File: src/rtl/sid_bus_if_pkg.sv
// Shared constants and types for the SID CPU bus front end.
// Build option: SID_BUS_DECAY_EN selects the data-bus leakage model.
package sid_pkg;

  localparam logic [4:0] SID_ADDR_POTX = 5'd25;
  localparam logic [4:0] SID_ADDR_POTY = 5'd26;
  localparam logic [4:0] SID_ADDR_OSC3 = 5'd27;
  localparam logic [4:0] SID_ADDR_ENV3 = 5'd28;
  localparam int         SID_NUM_REGS  = 29;

  typedef enum logic [1:0] {
    IDLE,
    READ,
    WRITE
  } sid_bus_state_t;

endpackage

File: src/rtl/sid_bus_if_if.sv
// 6502-style CPU bus seen by the SID: the CPU (master) drives phase, select,
// direction, address and write data; the SID (slave) returns read data.
interface sid_cpu_bus;
  import sid_pkg::*;

  logic       phi2;
  logic       cs_n;
  logic       rw;
  logic [4:0] addr;
  logic [7:0] d_in;
  logic [7:0] d_out;
  logic       d_oe;

  modport master (output phi2, cs_n, rw, addr, d_in, input d_out, d_oe);
  modport slave  (input phi2, cs_n, rw, addr, d_in, output d_out, d_oe);

endinterface

File: src/rtl/sid_bus_if_decay.sv
// Bus leakage latch: holds the last bus value and clears it to 0x00 after
// DECAY_CYCLES clocks without a completed access. Used under SID_BUS_DECAY_EN.
module sid_bus_decay
  import sid_pkg::*;
#(
  parameter int DECAY_CYCLES = 2000,
  parameter int CNT_W        = 16
) (
  input  logic       clk,
  input  logic       rst,
  input  logic       load,
  input  logic [7:0] load_val,
  output logic [7:0] latch
);

  logic [CNT_W-1:0] cnt_q, cnt_d;
  logic [7:0]       latch_q, latch_d;

  // A reload takes priority over an expiry landing in the same cycle.
  always_comb begin
    cnt_d   = cnt_q;
    latch_d = latch_q;
    if (load) begin
      cnt_d   = CNT_W'(DECAY_CYCLES);
      latch_d = load_val;
    end else if (cnt_q != '0) begin
      cnt_d = cnt_q - 1'b1;
      if (cnt_q == CNT_W'(1)) begin
        latch_d = 8'h00;
      end
    end
  end

  always_ff @(posedge clk) begin
    if (rst) begin
      cnt_q   <= '0;
      latch_q <= 8'h00;
    end else begin
      cnt_q   <= cnt_d;
      latch_q <= latch_d;
    end
  end

  assign latch = latch_q;

endmodule

File: src/rtl/sid_bus_if.sv
// CPU-side bus front end for the SID register block: turns phi2 bus cycles
// into write strobes and read data. SID_BUS_DECAY_EN enables bus leakage.
module sid_bus_if
  import sid_pkg::*;
#(
  parameter int DECAY_CYCLES = 2000,
  parameter int CNT_W        = 16
) (
  input  logic       clk,
  input  logic       rst,
  sid_cpu_bus.slave  bus,
  input  logic [7:0] potx,
  input  logic [7:0] poty,
  input  logic [7:0] osc3,
  input  logic [7:0] env3,
  output logic       w_en,
  output logic [4:0] w_addr,
  output logic [7:0] w_data
);

  sid_bus_state_t state_q, state_d;
  logic       phi2_q;
  logic [7:0] d_out_q, d_out_d;
  logic       d_oe_q, d_oe_d;
  logic       w_en_q, w_en_d;
  logic [4:0] w_addr_q, w_addr_d;
  logic [7:0] w_data_q, w_data_d;
  logic       latch_load;
  logic [7:0] latch_val;
  logic [7:0] bus_latch;
  logic [7:0] rd_mux;
  logic       rise, fall;

  assign rise = bus.phi2 & ~phi2_q;
  assign fall = ~bus.phi2 & phi2_q;

`ifdef SID_BUS_DECAY_EN
  sid_bus_decay #(
    .DECAY_CYCLES (DECAY_CYCLES),
    .CNT_W        (CNT_W)
  ) u_decay (
    .clk      (clk),
    .rst      (rst),
    .load     (latch_load),
    .load_val (latch_val),
    .latch    (bus_latch)
  );
`else
  logic [CNT_W+8:0] unused_decay;
  assign unused_decay = {latch_load, latch_val, CNT_W'(DECAY_CYCLES)};
  assign bus_latch    = 8'h00;
`endif

  always_comb begin
    case (bus.addr)
      SID_ADDR_POTX: rd_mux = potx;
      SID_ADDR_POTY: rd_mux = poty;
      SID_ADDR_OSC3: rd_mux = osc3;
      SID_ADDR_ENV3: rd_mux = env3;
      default:       rd_mux = bus_latch;
    endcase
  end

  // Address/direction are taken only at the phi2 rise; read data is snapshotted
  // there too, so later source changes cannot tear the value the CPU sees.
  always_comb begin
    state_d    = state_q;
    d_out_d    = d_out_q;
    d_oe_d     = d_oe_q;
    w_en_d     = 1'b0;
    w_addr_d   = w_addr_q;
    w_data_d   = w_data_q;
    latch_load = 1'b0;
    latch_val  = 8'h00;
    case (state_q)
      IDLE: begin
        if (rise && !bus.cs_n) begin
          if (bus.rw) begin
            state_d = READ;
            d_out_d = rd_mux;
            d_oe_d  = 1'b1;
          end else begin
            state_d  = WRITE;
            w_addr_d = bus.addr;
            w_data_d = bus.d_in;
          end
        end
      end
      READ: begin
        if (fall) begin
          state_d    = IDLE;
          d_oe_d     = 1'b0;
          latch_load = 1'b1;
          latch_val  = d_out_q;
        end
      end
      WRITE: begin
        if (fall) begin
          state_d    = IDLE;
          w_en_d     = 1'b1;
          latch_load = 1'b1;
          latch_val  = w_data_q;
        end else if (bus.phi2) begin
          w_data_d = bus.d_in;
        end
      end
      default: state_d = IDLE;
    endcase
  end

  // phi2_q resets high so a phi2 already high at reset release is not a rise.
  always_ff @(posedge clk) begin
    if (rst) begin
      state_q  <= IDLE;
      phi2_q   <= 1'b1;
      d_out_q  <= 8'h00;
      d_oe_q   <= 1'b0;
      w_en_q   <= 1'b0;
      w_addr_q <= 5'd0;
      w_data_q <= 8'h00;
    end else begin
      state_q  <= state_d;
      phi2_q   <= bus.phi2;
      d_out_q  <= d_out_d;
      d_oe_q   <= d_oe_d;
      w_en_q   <= w_en_d;
      w_addr_q <= w_addr_d;
      w_data_q <= w_data_d;
    end
  end

  assign bus.d_out = d_out_q;
  assign bus.d_oe  = d_oe_q;
  assign w_en      = w_en_q;
  assign w_addr    = w_addr_q;
  assign w_data    = w_data_q;

endmodule

File: src/flat_wrapper.sv
// flat-port wrapper written by rule: the top's interface ports become plain ports
module sid_bus_if_flat import sid_pkg::*;
#(
  parameter int DECAY_CYCLES = 2000,
  parameter int CNT_W        = 16
)
  (clk, rst, potx, poty, osc3, env3, w_en, w_addr, w_data, bus_phi2, bus_cs_n, bus_rw, bus_addr, bus_d_in, bus_d_out, bus_d_oe);
  sid_cpu_bus bus_i ();
  input  logic clk;
  input  logic rst;
  input  logic [7:0] potx;
  input  logic [7:0] poty;
  input  logic [7:0] osc3;
  input  logic [7:0] env3;
  output logic w_en;
  output logic [4:0] w_addr;
  output logic [7:0] w_data;
  input wire logic [$bits(bus_i.phi2)-1:0] bus_phi2;
  input wire logic [$bits(bus_i.cs_n)-1:0] bus_cs_n;
  input wire logic [$bits(bus_i.rw)-1:0] bus_rw;
  input wire logic [$bits(bus_i.addr)-1:0] bus_addr;
  input wire logic [$bits(bus_i.d_in)-1:0] bus_d_in;
  output wire logic [$bits(bus_i.d_out)-1:0] bus_d_out;
  output wire logic [$bits(bus_i.d_oe)-1:0] bus_d_oe;
  assign bus_i.phi2 = bus_phi2;
  assign bus_i.cs_n = bus_cs_n;
  assign bus_i.rw = bus_rw;
  assign bus_i.addr = bus_addr;
  assign bus_i.d_in = bus_d_in;
  assign bus_d_out = bus_i.d_out;
  assign bus_d_oe = bus_i.d_oe;
  sid_bus_if #(.DECAY_CYCLES(DECAY_CYCLES), .CNT_W(CNT_W)) u_core (.clk(clk), .rst(rst), .bus(bus_i), .potx(potx), .poty(poty), .osc3(osc3), .env3(env3), .w_en(w_en), .w_addr(w_addr), .w_data(w_data));
endmodule
File: config.mk
export PLATFORM = sky130hd
export DESIGN_NAME = sid_bus_if_flat
export DESIGN_NICKNAME = d
export VERILOG_FILES = /design/src/rtl/sid_bus_if_pkg.sv /design/src/rtl/sid_bus_if_if.sv /design/src/rtl/sid_bus_if_decay.sv /design/src/rtl/sid_bus_if.sv /design/src/flat_wrapper.sv
export SDC_FILE = /design/constraint.sdc
export NUM_CORES = 1
export LEC_CHECK = 0
export ABC_AREA = 0
export CORE_MARGIN = 2
export CORE_UTILIZATION = 25
export DETAILED_ROUTE_END_ITERATION = 10
export DONT_BUFFER_PORTS = 1
export GPL_TIMING_DRIVEN = 1
export SLEW_MARGIN = 10
export SYNTH_ARGS = -nofsm -noshare
export SYNTH_HDL_FRONTEND = slang
export SYNTH_SLANG_ARGS = --single-unit
File: constraint.sdc
create_clock -name clk -period 2.4 [get_ports clk]
set_input_delay 0.24 -clock clk [delete_from_list [all_inputs] [get_ports clk]]
set_output_delay 0.24 -clock clk [all_outputs]
set_load 0.1 [all_outputs]
; Word-level counts from Yosys, hierarchy flattened
; Cells that the tools add are included.
[word_totals]
register_bits = 26
in_bits = 50
output_inout_bits = 23
wordCells = 53
[op_classes]
n_eq_ne = 13
n_mux = 15
bitwise = 6
reduce_logical = 12
[op_table]
columns = cell, n
row1 = 8-bit two-way mux, 4
row2 = 8-bit one-hot mux with 4 select lines, 1
row3 = 5-bit == test (second input constant), 4
row4 = 8-bit one-hot mux with 2 select lines, 1
row5 = 2-bit != test (second input constant), 4
row6 = 2-bit two-way mux, 3
row7 = 2-bit by 1-bit != test with 1-bit output (second input constant), 3
row8 = 3-bit AND reduction, 2
row9 = 5-bit AND reduction, 1
row10 = 1-bit two-way mux, 4
row11 = 1-bit NOT, 4
row12 = 2-bit one-hot mux with 2 select lines, 1
row13 = 4-bit AND reduction, 1
row14 = 2-bit nonzero test, 2
row15 = 2-bit OR reduction, 2
row16 = 1-bit AND, 2
row17 = 2-bit by 1-bit == test with 1-bit output (second input constant), 1
row18 = 2-bit == test (second input constant), 1
row19 = 2-bit zero test, 1
row20 = 1-bit one-hot mux with 2 select lines, 1
row21 = 2-bit AND reduction, 1
row22 = 1-bit logical AND, 1
row23 = 1-bit zero test, 1

; Depth between registers and ports, before layout
; Gate-level depths: netlist of run 1.
[logic_depth]
word_depth = 5
ltp_mapped = 6
ltp_nobuf = 6

; Worst setup path before layout of run 1
; No wires, ideal clock.
[synth_path]
path_type = reg2reg
start = reg u_core.state_q[0]
end = reg u_core.w_data_q[0] (netlist: u_core.w_data[0])
setup_time_ns = 0.128
arrival_time_ns = 1.433
t_required_ns = 2.272
setup_slack_ns = 0.839
path_stages_with_launch = 7
path_buffers = 0
period_less_slack_ns = 1.561
cell_sequence = dfxtp_1 -> inv_1 -> ha_1 -> nor4b_1 -> o21ai_2 -> mux2i_1 -> nor2_1
[synth_between]
elab_chain_cells = 3
word_cells_on_any_way = 9
classes_between = eq/ne: 5 / mux: 1 / reduce/logical: 3
[synth_lines]
columns = element, line
row1 = "start, declared", sid_bus_if.sv:21  ; sid_bus_state_t state_q, state_d;
row2 = "start signal, assigned", sid_bus_if.sv:122  ; state_q <= state_d;
row3 = 2-bit == test or 2-bit zero test (tied branches), sid_bus_if.sv:75  ; case (state_q)
row4 = 2-bit != test (no line) (tied with other cells), n/a
row5 = 5-bit AND reduction (no line), n/a
row6 = "end signal, assigned", sid_bus_if.sv:128  ; w_data_q <= w_data_d;
row7 = "end, declared", sid_bus_if.sv:27  ; logic [7:0] w_data_q, w_data_d;
; Parallel ways exist; a longest one is shown, timed or not.
; A chain may end at the register's enable or synchronous reset.

; Worst setup path after layout of run 1
[layout_path]
start = reg u_core.state_q[0]
end = reg u_core.w_data_q[2] (netlist: u_core.w_data[2])
; Same word-level chain as after synthesis.

==> reports/results.ini, run 1 <==
[run_status]
status=completed

[final_layout]
drive_above_1_share=0.211
nNetsFinal=201
synthToLayoutAreaGrowth_pct=24.8
fin_cells=214
diodes=0

[global_routing]
grt_pass1_vias=1113
grt_usage=0.123
grt_pass1_wl_mm=5.13
grt-ovfl-total=0
antenna_found_initial=0
grt_max_degree=21

[detailed_routing]
ant_nets=0
firstDrtPassIters=4
post_drt_wl_per_cell_um=15.9
vias=1066
routed_wl_mm=3.41
viasPerCell=4.98
drc=0
initialDrtViolationCount=45

[yosys]
synth_top_area_frac=0.418
synth_top_area_cell=dfxtp_1
syn_area_mm2=0.00125
synthesis.nets=178
yosysSeqAreaShare=0.418
syn_area_per_cell_um2=9.97
ys_types=32
synthCells=125
ys_warn_count=0
synth_seq_cells=26
synth.top_cells.by_area=dfxtp_1 42%, mux2i_1 17%, nor2_1 5.7%

[floorplanning]
fp.dieH_um=74.6
ios=73
die_area_mm2=0.00557
start_util=0.262
rows=25
coreArea_mm2=0.00475
die_w_um=74.6

[clocking]
clkLatencyLatePin_ns=0.27
clk_pin_slew_worst_paths_ns=0.09
numClockSinks=26
hold_buffers=0
cts_max_path_buffers=2
cts_root_buf=clkbuf_8
cts_setup_buffers=0
cts_buffers=3
cts_resized=0
cts_tree=built
cts_max_level=1

[setup_path]
worstPathCellList=inv_1 > ha_1 > nor4b_1 > o21ai_2 > mux2i_1 > nor2_1
critPathSlowestCell=o21ai_2
startpoint_type=flip-flop
critPathBufInv=1
critPathTopFamily=compound AO/OA/AOI/OAI gates
endpoint_kind=flip-flop
criticalPathCategory=flip-flop to flip-flop
cp.arrival_ns=2.01
cp.required_ns=2.57
worstPathMaxFanout=8
slowest_delay_ns=0.51

[placed_design]
hpwl_mm=2.69
place_inst=210
port_buffers=0
gp_congestion=0.708

[sta]
setup_viol=0
timing.final.crit_share=0.765
totalNegativeSetupSlack_ns=0
period_needed_ns=1.84
finalHoldViolCount=0
rsz0062_at_grt=false
worst_pin_slew_ns=0.626
fin_skew_ns=0.00214
slew_headroom=0.582
slew_violations=0
clock.fmax_mhz=545

[power_and_ir_drop]
p_leak_nw=0.666
irDropWorstVdd_mv=0.359
pwr_density_cell_mw_per_mm2=573

[run]
cap_violations=0

[min_path]
hp-class=primary input to flip-flop

[cell usage in the layout (no fill, tap or decap), drive strengths merged, types with 2 or more instances in the layout]
cell type	Yosys	layout
a22o	8	8
a22oi	8	8
buf	3	24
clkbuf	3	3
dfxtp	26	26
ha	3	3
inv	2	2
mux2i	21	21
nand2	2	2
nor2	19	19
nor2b	3	3
o22ai	8	8
or2	2	2
[synth_stat cells, drive strengths merged]
cell and n:
dfxtp 26, mux2i 21, nor2 19, a22o 8
a22oi 8, o22ai 8, buf 3, clkbuf 3
ha 3, nor2b 3, inv 2, nand2 2
or2 2, a21o 1, a21oi 1, a2bb2oi 1
a31oi 1, a32oi 1, and4bb 1, nand2b 1
nand4b 1, nand4bb 1, nor3 1, nor3b 1
nor4 1, nor4b 1, o21ai 1, or3b 1
or4b 1, xor2 1
[final timing paths]
| kind | cells after the start | start | endpoint | slack, ns |
|---|---|---|---|---|
| worst max-delay path | 6 | u_core.state_q[0]$_SDFFE_PP0P_ | u_core.w_data[2]$_SDFFE_PP0P_ | 0.56 |
| worst min-delay path | 1 | rst | u_core.state_q[0]$_SDFFE_PP0P_ | 0.03 |
| worst max register to register | 6 | u_core.state_q[0]$_SDFFE_PP0P_ | u_core.w_data[2]$_SDFFE_PP0P_ | 0.56 |
| worst min register to register | 1 | u_core.bus.d_out[0]$_SDFFE_PP0P_ | u_core.bus.d_out[0]$_SDFFE_PP0P_ | 0.49 |
[cells by family (layout without fill, tap and decap cells)]
family | count (synthesis) | count (layout) | share of synthesized area
AOI/OAI and AO/OA | 30 | 30 | 0.181
xor gates and xnor gates | 1 | 1 | 0.00703
adders and majority gates | 3 | 3 | 0.0301
buffers and inverters | 8 | 30 | 0.0271
DFF | 26 | 26 | 0.418
muxes | 21 | 21 | 0.169
and+or+nand+nor | 36 | 36 | 0.169
[stage by stage]
stage / utilization / total power, mW / instance area, um2 / hold slack (ns) / setup slack, ns
after floorplan: - / 0.529 / 1250 / 0.347 / 0.839
after global placement: 0.312 / 0.533 / 1480 / 0.316 / 0.701
after detailed placement: 0.312 / 0.538 / 1480 / 0.318 / 0.563
after CTS: 0.327 / 0.903 / 1560 / 0.0201 / 0.542
after global routing: 0.327 / 0.927 / 1560 / 0.00392 / 0.387
final: 0.327 / 0.891 / 1560 / 0.0288 / 0.564
[worst reg2reg max path, cell delays in order (launching register included)]
cell and delay, ns:
dfxtp_1 0.38, inv_1 0.09, ha_1 0.26, nor4b_1 0.17, o21ai_2 0.51, mux2i_1 0.28
nor2_1 0.05
[cell type report]
class	instances	area (um2)
clock buffer	3	41.3
clock inverter	1	30.0
fill	508	3200
inverter	2	7.51
multi-input combinational	91	692
sequential	26	520
tap	67	83.8
timing repair buffer	24	180
[metal layers]
layer  up-vias  share of wire  GRT usage
met4         0         0.0050     0.0238
li1        510              -          -
met3         2          0.095     0.0393
met1       492           0.38      0.127
met2        62           0.52      0.243
met5         -              0          0
[power by group]
group          internal (mW)  switching, mW  leakage (nW)  total [mW]
Sequential             0.436        0.00266         0.210       0.439
Clock                  0.223          0.141        0.0357       0.364
Combinational         0.0327         0.0556         0.420      0.0883
[state kept, by name, indices dropped and copies added, names as in the netlist]
| signal | flops |
|---|---|
| u_core.bus.d_oe | 1 |
| u_core.bus.d_out | 8 |
| u_core.phi2_q | 1 |
| u_core.state_q | 2 |
| u_core.w_addr | 5 |
| u_core.w_data | 8 |
| u_core.w_en | 1 |
Note: power is estimated with default switching activity, not from simulation.
==> run 2, diff against run 1 <==
==> constraint.sdc (replaced) <==
create_clock -name clk -period 1.6 [get_ports clk]
set_input_delay 0.16 -clock clk [delete_from_list [all_inputs] [get_ports clk]]
set_output_delay 0.16 -clock clk [all_outputs]
set_load 0.1 [all_outputs]
==> run 2 against run 1 <==
The flow now finishes with violations (hold timing); sequential share of layout area fell by 3.7 points; via count increased by 9.2%; critical endpoint is now u_core.bus.d_out[4]$_SDFFE_PP0P_; die area is the same; worst setup slack lost 0.50 ns; clock power grew 17%; routed wire length increased by 7.2%; critical path depth is 1 higher; flip-flop and latch count did not move; core utilization increased by 4.2 points.
==> reports/results.ini, run 2 (same netlist as run 1, synthesis figures left out) <==
[run_status]
violations=hold timing
status=complete, but fails checks  ; was completed

[power_and_ir_drop]
clkPwrFrac=0.343  ; was 0.409
switching_share=0.241  ; was 0.224
p_int_uw=942  ; was 692 uW
p_seq_frac=0.531  ; was 0.492
p_comb_frac=0.126  ; was 0.099
pwr_density_cell_mw_per_mm2=708  ; was 573 mW/mm2
p_leak_nw=0.772  ; was 0.666 nW
p_switching_uw=299  ; was 200 uW
irDropWorstVdd_mv=0.533  ; was 0.359 mV

[min_path]
hp-class=primary input to flip-flop  ; unchanged
hp-start=rst  ; unchanged

[floorplanning]
die_w_um=74.6  ; unchanged
rows=25  ; unchanged
fp.dieH_um=74.6  ; unchanged
die_area_mm2=0.00557  ; unchanged
ios=73  ; unchanged
start_util=0.262  ; unchanged
coreArea_mm2=0.00475  ; unchanged

[sta]
period_needed_ns=1.54  ; was 1.84 ns
slew_headroom=0.664  ; was 0.582
clock.fmax_mhz=650  ; was 545 MHz
rsz0062_at_grt=true  ; was false
fin_hold_ws_ns=-0.0514  ; was 0.0288 ns
slew_violations=0  ; unchanged
worst_pin_slew_ns=0.504  ; was 0.626 ns
finalHoldViolCount=16  ; was 0
timing.final.crit_share=0.961  ; was 0.765
fin_ws_ns=0.0618  ; was 0.564 ns
fin_skew_ns=0.00370  ; was 0.00214 ns
setup_viol=0  ; unchanged

[final_layout]
final_common_cell=buf_4  ; was dfxtp_1
nNetsFinal=223  ; was 201
diodes=0  ; unchanged
synthToLayoutAreaGrowth_pct=40.8  ; was 24.8%
postLayoutCellArea_mm2=0.00175  ; was 0.00156 mm2
drive_above_1_share=0.349  ; was 0.211
layout_common_cells=42 x buf_4, 24 x dfxtp_1, 21 x mux2i_1  ; was 26 x dfxtp_1, 24 x buf_4, 21 x mux2i_1

[global_routing]
grt_max_degree=21  ; unchanged
antenna_found_initial=0  ; unchanged
grt_pass1_vias=1129  ; was 1113
grt_usage=0.126  ; was 0.123
grt-ovfl-total=0  ; unchanged
grt_pass1_wl_mm=5.31  ; was 5.13 mm

[detailed_routing]
viasPerCell=4.93  ; was 4.98
post_drt_wl_per_cell_um=15.5  ; was 15.9 um
firstDrtPassIters=4  ; unchanged
ant_nets=0  ; unchanged
routed_wl_mm=3.65  ; was 3.41 mm
vias=1164  ; was 1066
drc=0  ; unchanged
initialDrtViolationCount=20  ; was 45

[placed_design]
gp_congestion=0.765  ; was 0.708
dpl-instance-area_mm2=0.00159  ; was 0.00148 mm2
port_buffers=0  ; unchanged
hpwl_mm=2.68  ; was 2.69 mm
pre_cts_slack_ns=-0.00614  ; was 0.563 ns

[clocking]
hold_buffers=3  ; was 0
cts_root_buf=clkbuf_8  ; unchanged
clkLatencyLatePin_ns=0.27  ; about the same
cts_tree=built  ; unchanged
clk_pin_slew_worst_paths_ns=0.09  ; about the same
numClockSinks=26  ; unchanged
cts_buffers=3  ; unchanged
cts_max_level=1  ; unchanged
cts_max_path_buffers=2  ; unchanged

[setup_path]
criticalPathCategory=flip-flop to flip-flop  ; unchanged
cp.arrival_ns=1.76  ; was 2.01 ns
startpoint_type=flip-flop  ; unchanged
cp-startpoint=u_core.state_q[1]$_SDFFE_PP0P_  ; was u_core.state_q[0]$_SDFFE_PP0P_
cp.required_ns=1.82  ; was 2.57 ns
endpoint_kind=flip-flop  ; unchanged
worstPathMaxFanout=6  ; was 8
rr_startpoint=u_core.state_q[1]$_SDFFE_PP0P_  ; was u_core.state_q[0]$_SDFFE_PP0P_

[run]
cap_violations=0  ; unchanged

## run 2: changes by cell type in the layout (fill, tap and decap cells not counted), moves of 2 or more
cell | previous run | this run
buf_4 | 24 | 42
inv_1 | 2 | 0
dfxtp_2 | 0 | 2
inv_2 | 0 | 2
ha_4 | 0 | 2
ha_1 | 3 | 1
dlygate4sd3_1 | 0 | 3
dfxtp_1 | 26 | 24
## run 2: final timing paths
check / end / slack (ns) / depth (start not counted)
max: u_core.bus.d_out[4]$_SDFFE_PP0P_ / 0.06 / 7
min: u_core.bus.d_oe$_SDFFE_PP0P_ / -0.05 / 1
max reg2reg: u_core.bus.d_out[4]$_SDFFE_PP0P_ / 0.06 / 7
min reg2reg: u_core.bus.d_out[0]$_SDFFE_PP0P_ / 0.49 / 1
## run 2: routing by layer
metal  share of wire  up-vias  track usage  wire, um
li1                -      553            -         -
met1            0.38      537        0.133      1400
met2            0.50       66        0.235      1840
met3           0.088        8       0.0461       321
met4           0.024        0       0.0337        87
met5               0        -            0         0
## run 2: worst max-delay path: stages (launching register included)
cell      delay [ns]
dfxtp_2         0.33
inv_2           0.08
ha_4            0.16
and4bb_1        0.24
nand2_2         0.09
nor4_4          0.29
buf_4           0.19
a22o_1          0.13
## run 2: timing repair
action,CTS,global route
setup endpoints to repair,9,22
resized for setup,1,11
hold endpoints to repair,18,16
cloned,0,0
pin swaps,0,7
setup buffers,0,5
## run 2: final cells by class
class | count | area, um2
inverters | 2 | 7.51
flip-flops and latches | 26 | 523
clock buffers | 4 | 55.1
well taps | 67 | 83.8
multi-input cells | 91 | 728
fillers | 496 | 3000
repair buffers | 46 | 357
## run 2: power by group through the flow
stage	Combinational, mW	Sequential [mW]	Clock (mW)
after global placement	0.138	0.673	0
after CTS	0.149	0.659	0.442
after detailed placement	0.144	0.674	0
after global routing	0.167	0.661	0.476
after floorplan	0.0839	0.709	0
final	0.157	0.659	0.425
## run 2: per-stage QoR
step	cells	util	setup TNS, ns	power [mW]
after floorplan	125	-	0	0.793
after global placement	224	0.334	0	0.812
after detailed placement	224	0.334	-0.00821	0.818
after CTS	231	0.353	0	1.25
after global routing	236	0.369	-0.167	1.30
final	236	0.369	0	1.24
==> run 3, diff against run 2 <==
--- a/config.mk
+++ b/config.mk
@@ -6,12 +6,12 @@
 export NUM_CORES = 1
 export LEC_CHECK = 0
 export ABC_AREA = 0
-export CORE_MARGIN = 2
+export CORE_MARGIN = 5
 export CORE_UTILIZATION = 25
 export DETAILED_ROUTE_END_ITERATION = 10
 export DONT_BUFFER_PORTS = 1
 export GPL_TIMING_DRIVEN = 1
-export SLEW_MARGIN = 10
+export SLEW_MARGIN = 20
 export SYNTH_ARGS = -nofsm -noshare
 export SYNTH_HDL_FRONTEND = slang
 export SYNTH_SLANG_ARGS = --single-unit
==> run 3 against run 2 <==
The flow now finishes without violations; first-iteration DRC count shrank 20%; largest power group unchanged; critical endpoint is now u_core.state_q[0]$_SDFFE_PP0P_; critical path type unchanged; sequential power is essentially flat; fmax grew 1.9%; combinational power is essentially flat; hold slack gained 0.085 ns; register-to-register slack gained 0.03 ns.
==> reports/results.ini, run 3 (same netlist as run 1, synthesis figures left out) <==
[clocking]
cts_max_path_buffers=2  ; unchanged
cts_buffers=3  ; unchanged
clk_pin_slew_worst_paths_ns=0.09  ; about the same
numClockSinks=26  ; unchanged
cts_max_level=1  ; unchanged
clkLatencyLatePin_ns=0.27  ; about the same
cts_tree=built  ; unchanged
cts_setup_buffers=0  ; unchanged
cts_root_buf=clkbuf_8  ; unchanged

[detailed_routing]
viasPerCell=4.90  ; was 4.93
post_drt_wl_per_cell_um=16.9  ; was 15.5 um
routed_wl_mm=3.86  ; was 3.65 mm
firstDrtPassIters=4  ; unchanged
drc=0  ; unchanged
initialDrtViolationCount=16  ; was 20
ant_nets=0  ; unchanged
vias=1118  ; was 1164

[setup_path]
startpoint_type=flip-flop  ; unchanged
cp.required_ns=1.74  ; was 1.82 ns
reg2reg_depth=5  ; was 7
cp.arrival_ns=1.65  ; was 1.76 ns
worstPathMaxFanout=2  ; was 6
endpoint_kind=flip-flop  ; unchanged
criticalPathCategory=flip-flop to flip-flop  ; unchanged

[final_layout]
final_common_cell=buf_4  ; unchanged
diodes=0  ; unchanged
nNetsFinal=215  ; was 223
post-route-util=0.357  ; was 0.369
layout_common_cells=34 x buf_4, 25 x dfxtp_1, 21 x mux2i_1  ; was 42 x buf_4, 24 x dfxtp_1, 21 x mux2i_1
drive_above_1_share=0.311  ; was 0.349
synthToLayoutAreaGrowth_pct=37.0  ; was 40.8%
postLayoutCellArea_mm2=0.00171  ; was 0.00175 mm2
fin_cells=228  ; was 236

[sta]
clock.fmax_mhz=663  ; was 650 MHz
setup_viol=0  ; unchanged
worst_pin_slew_ns=0.704  ; was 0.504 ns
finalHoldViolCount=0  ; was 16
fin_skew_ns=0.00327  ; was 0.00370 ns
slew_violations=0  ; unchanged
period_needed_ns=1.51  ; was 1.54 ns
slew_headroom=0.529  ; was 0.664
fin_hold_ws_ns=0.0333  ; was -0.0514 ns
timing.final.crit_share=0.943  ; was 0.961

[global_routing]
grt_max_degree=19  ; was 21
grt-ovfl-total=0  ; unchanged
antenna_found_initial=0  ; unchanged
grt_pass1_wl_mm=5.95  ; was 5.31 mm
grt_pass1_vias=1264  ; was 1129
grt_usage=0.117  ; was 0.126

[run]
cap_violations=0  ; unchanged

[placed_design]
gp_congestion=0.827  ; was 0.765
hpwl_mm=3.01  ; was 2.68 mm
dpl-instance-area_mm2=0.00159  ; about the same
port_buffers=0  ; unchanged
place_inst=222  ; was 224

[run_status]
status=completed  ; was complete, but fails checks

[power_and_ir_drop]
total_power_mw=1.36  ; was 1.24 mW
irDropWorstVdd_mv=0.558  ; was 0.533 mV
switching_share=0.227  ; was 0.241
p_int_mw=1.05  ; was 942 uW
p_comb_frac=0.117  ; was 0.126
p_seq_frac=0.484  ; was 0.531
clkPwrFrac=0.399  ; was 0.343
p_leak_nw=0.747  ; was 0.772 nW
pwr_density_cell_mw_per_mm2=798  ; was 708 mW/mm2
p_switching_uw=309  ; was 299 uW

[floorplanning]
die_w_um=80.6  ; was 74.6 um
start_util=0.260  ; was 0.262
fp.dieH_um=80.6  ; was 74.6 um
rows=25  ; unchanged
ios=73  ; unchanged
coreArea_mm2=0.00479  ; was 0.00475 mm2
die_area_mm2=0.00650  ; was 0.00557 mm2

[min_path]
hp-class=primary input to flip-flop  ; unchanged
hold_depth=2  ; was 1

[run 3: per-stage QoR]
stage | setup TNS [ns] | setup WS, ns
after floorplan | 0 | 0.0392
after global placement | 0 | 0.0937
after detailed placement | -0.160 | -0.0386
after CTS | 0 | 0.00133
after global routing | -0.00432 | -0.00432
final | 0 | 0.0911
[run 3: final cells by class]
type                    count  area [um2]
inverters                   2        7.51
repair buffers             38         307
clock buffers               3        41.3
multi-input cells          91         717
flip-flops and latches     26         522
fillers                   492        3080
well taps                  67        83.8
clock inverters             1        30.0
[run 3: repair_timing]
item / 4_1_cts / 5_1_grt
gates cloned: 0 / 0
setup endpoints to repair: 13 / 11
endpoints found under the hold margin: 18 / 0
hold buffers: 2 / 0
pin swaps: 0 / 5
gates resized for setup: 2 / 7
[run 3: worst paths after layout]
kind / startpoint / slack (ns) / endpoint
max: u_core.state_q[1]$_SDFFE_PP0P_ / 0.09 / u_core.state_q[0]$_SDFFE_PP0P_
min: bus_d_in[2] / 0.03 / u_core.w_data[2]$_SDFFE_PP0P_
max reg2reg: u_core.state_q[1]$_SDFFE_PP0P_ / 0.09 / u_core.state_q[0]$_SDFFE_PP0P_
min reg2reg: u_core.bus.d_out[3]$_SDFFE_PP0P_ / 0.49 / u_core.bus.d_out[3]$_SDFFE_PP0P_
[run 3: routing by layer]
metal  vias to the layer above  global-route usage  routed length, um
li1                        536                   -                  -
met1                       522               0.129               1540
met2                        58               0.214               1940
met3                         2              0.0404                362
met4                         0              0.0304                 17
met5                         -                   0                  0
[run 3: power by group through the flow]
stage               registers (mW)  logic [mW]  clock network [mW]
floorplan                    0.709      0.0839                   0
global placement             0.673       0.140                   0
detailed placement           0.674       0.147                   0
CTS                          0.659       0.158               0.565
global route                 0.661       0.171               0.597
finish                       0.660       0.160               0.544
[run 3: worst max-delay path, stage by stage (launching register included)]
cell and delay (ns):
dfxtp_2 0.35, inv_2 0.05, ha_4 0.23, or4b_4 0.49, a32oi_1 0.19, nor2_1 0.06
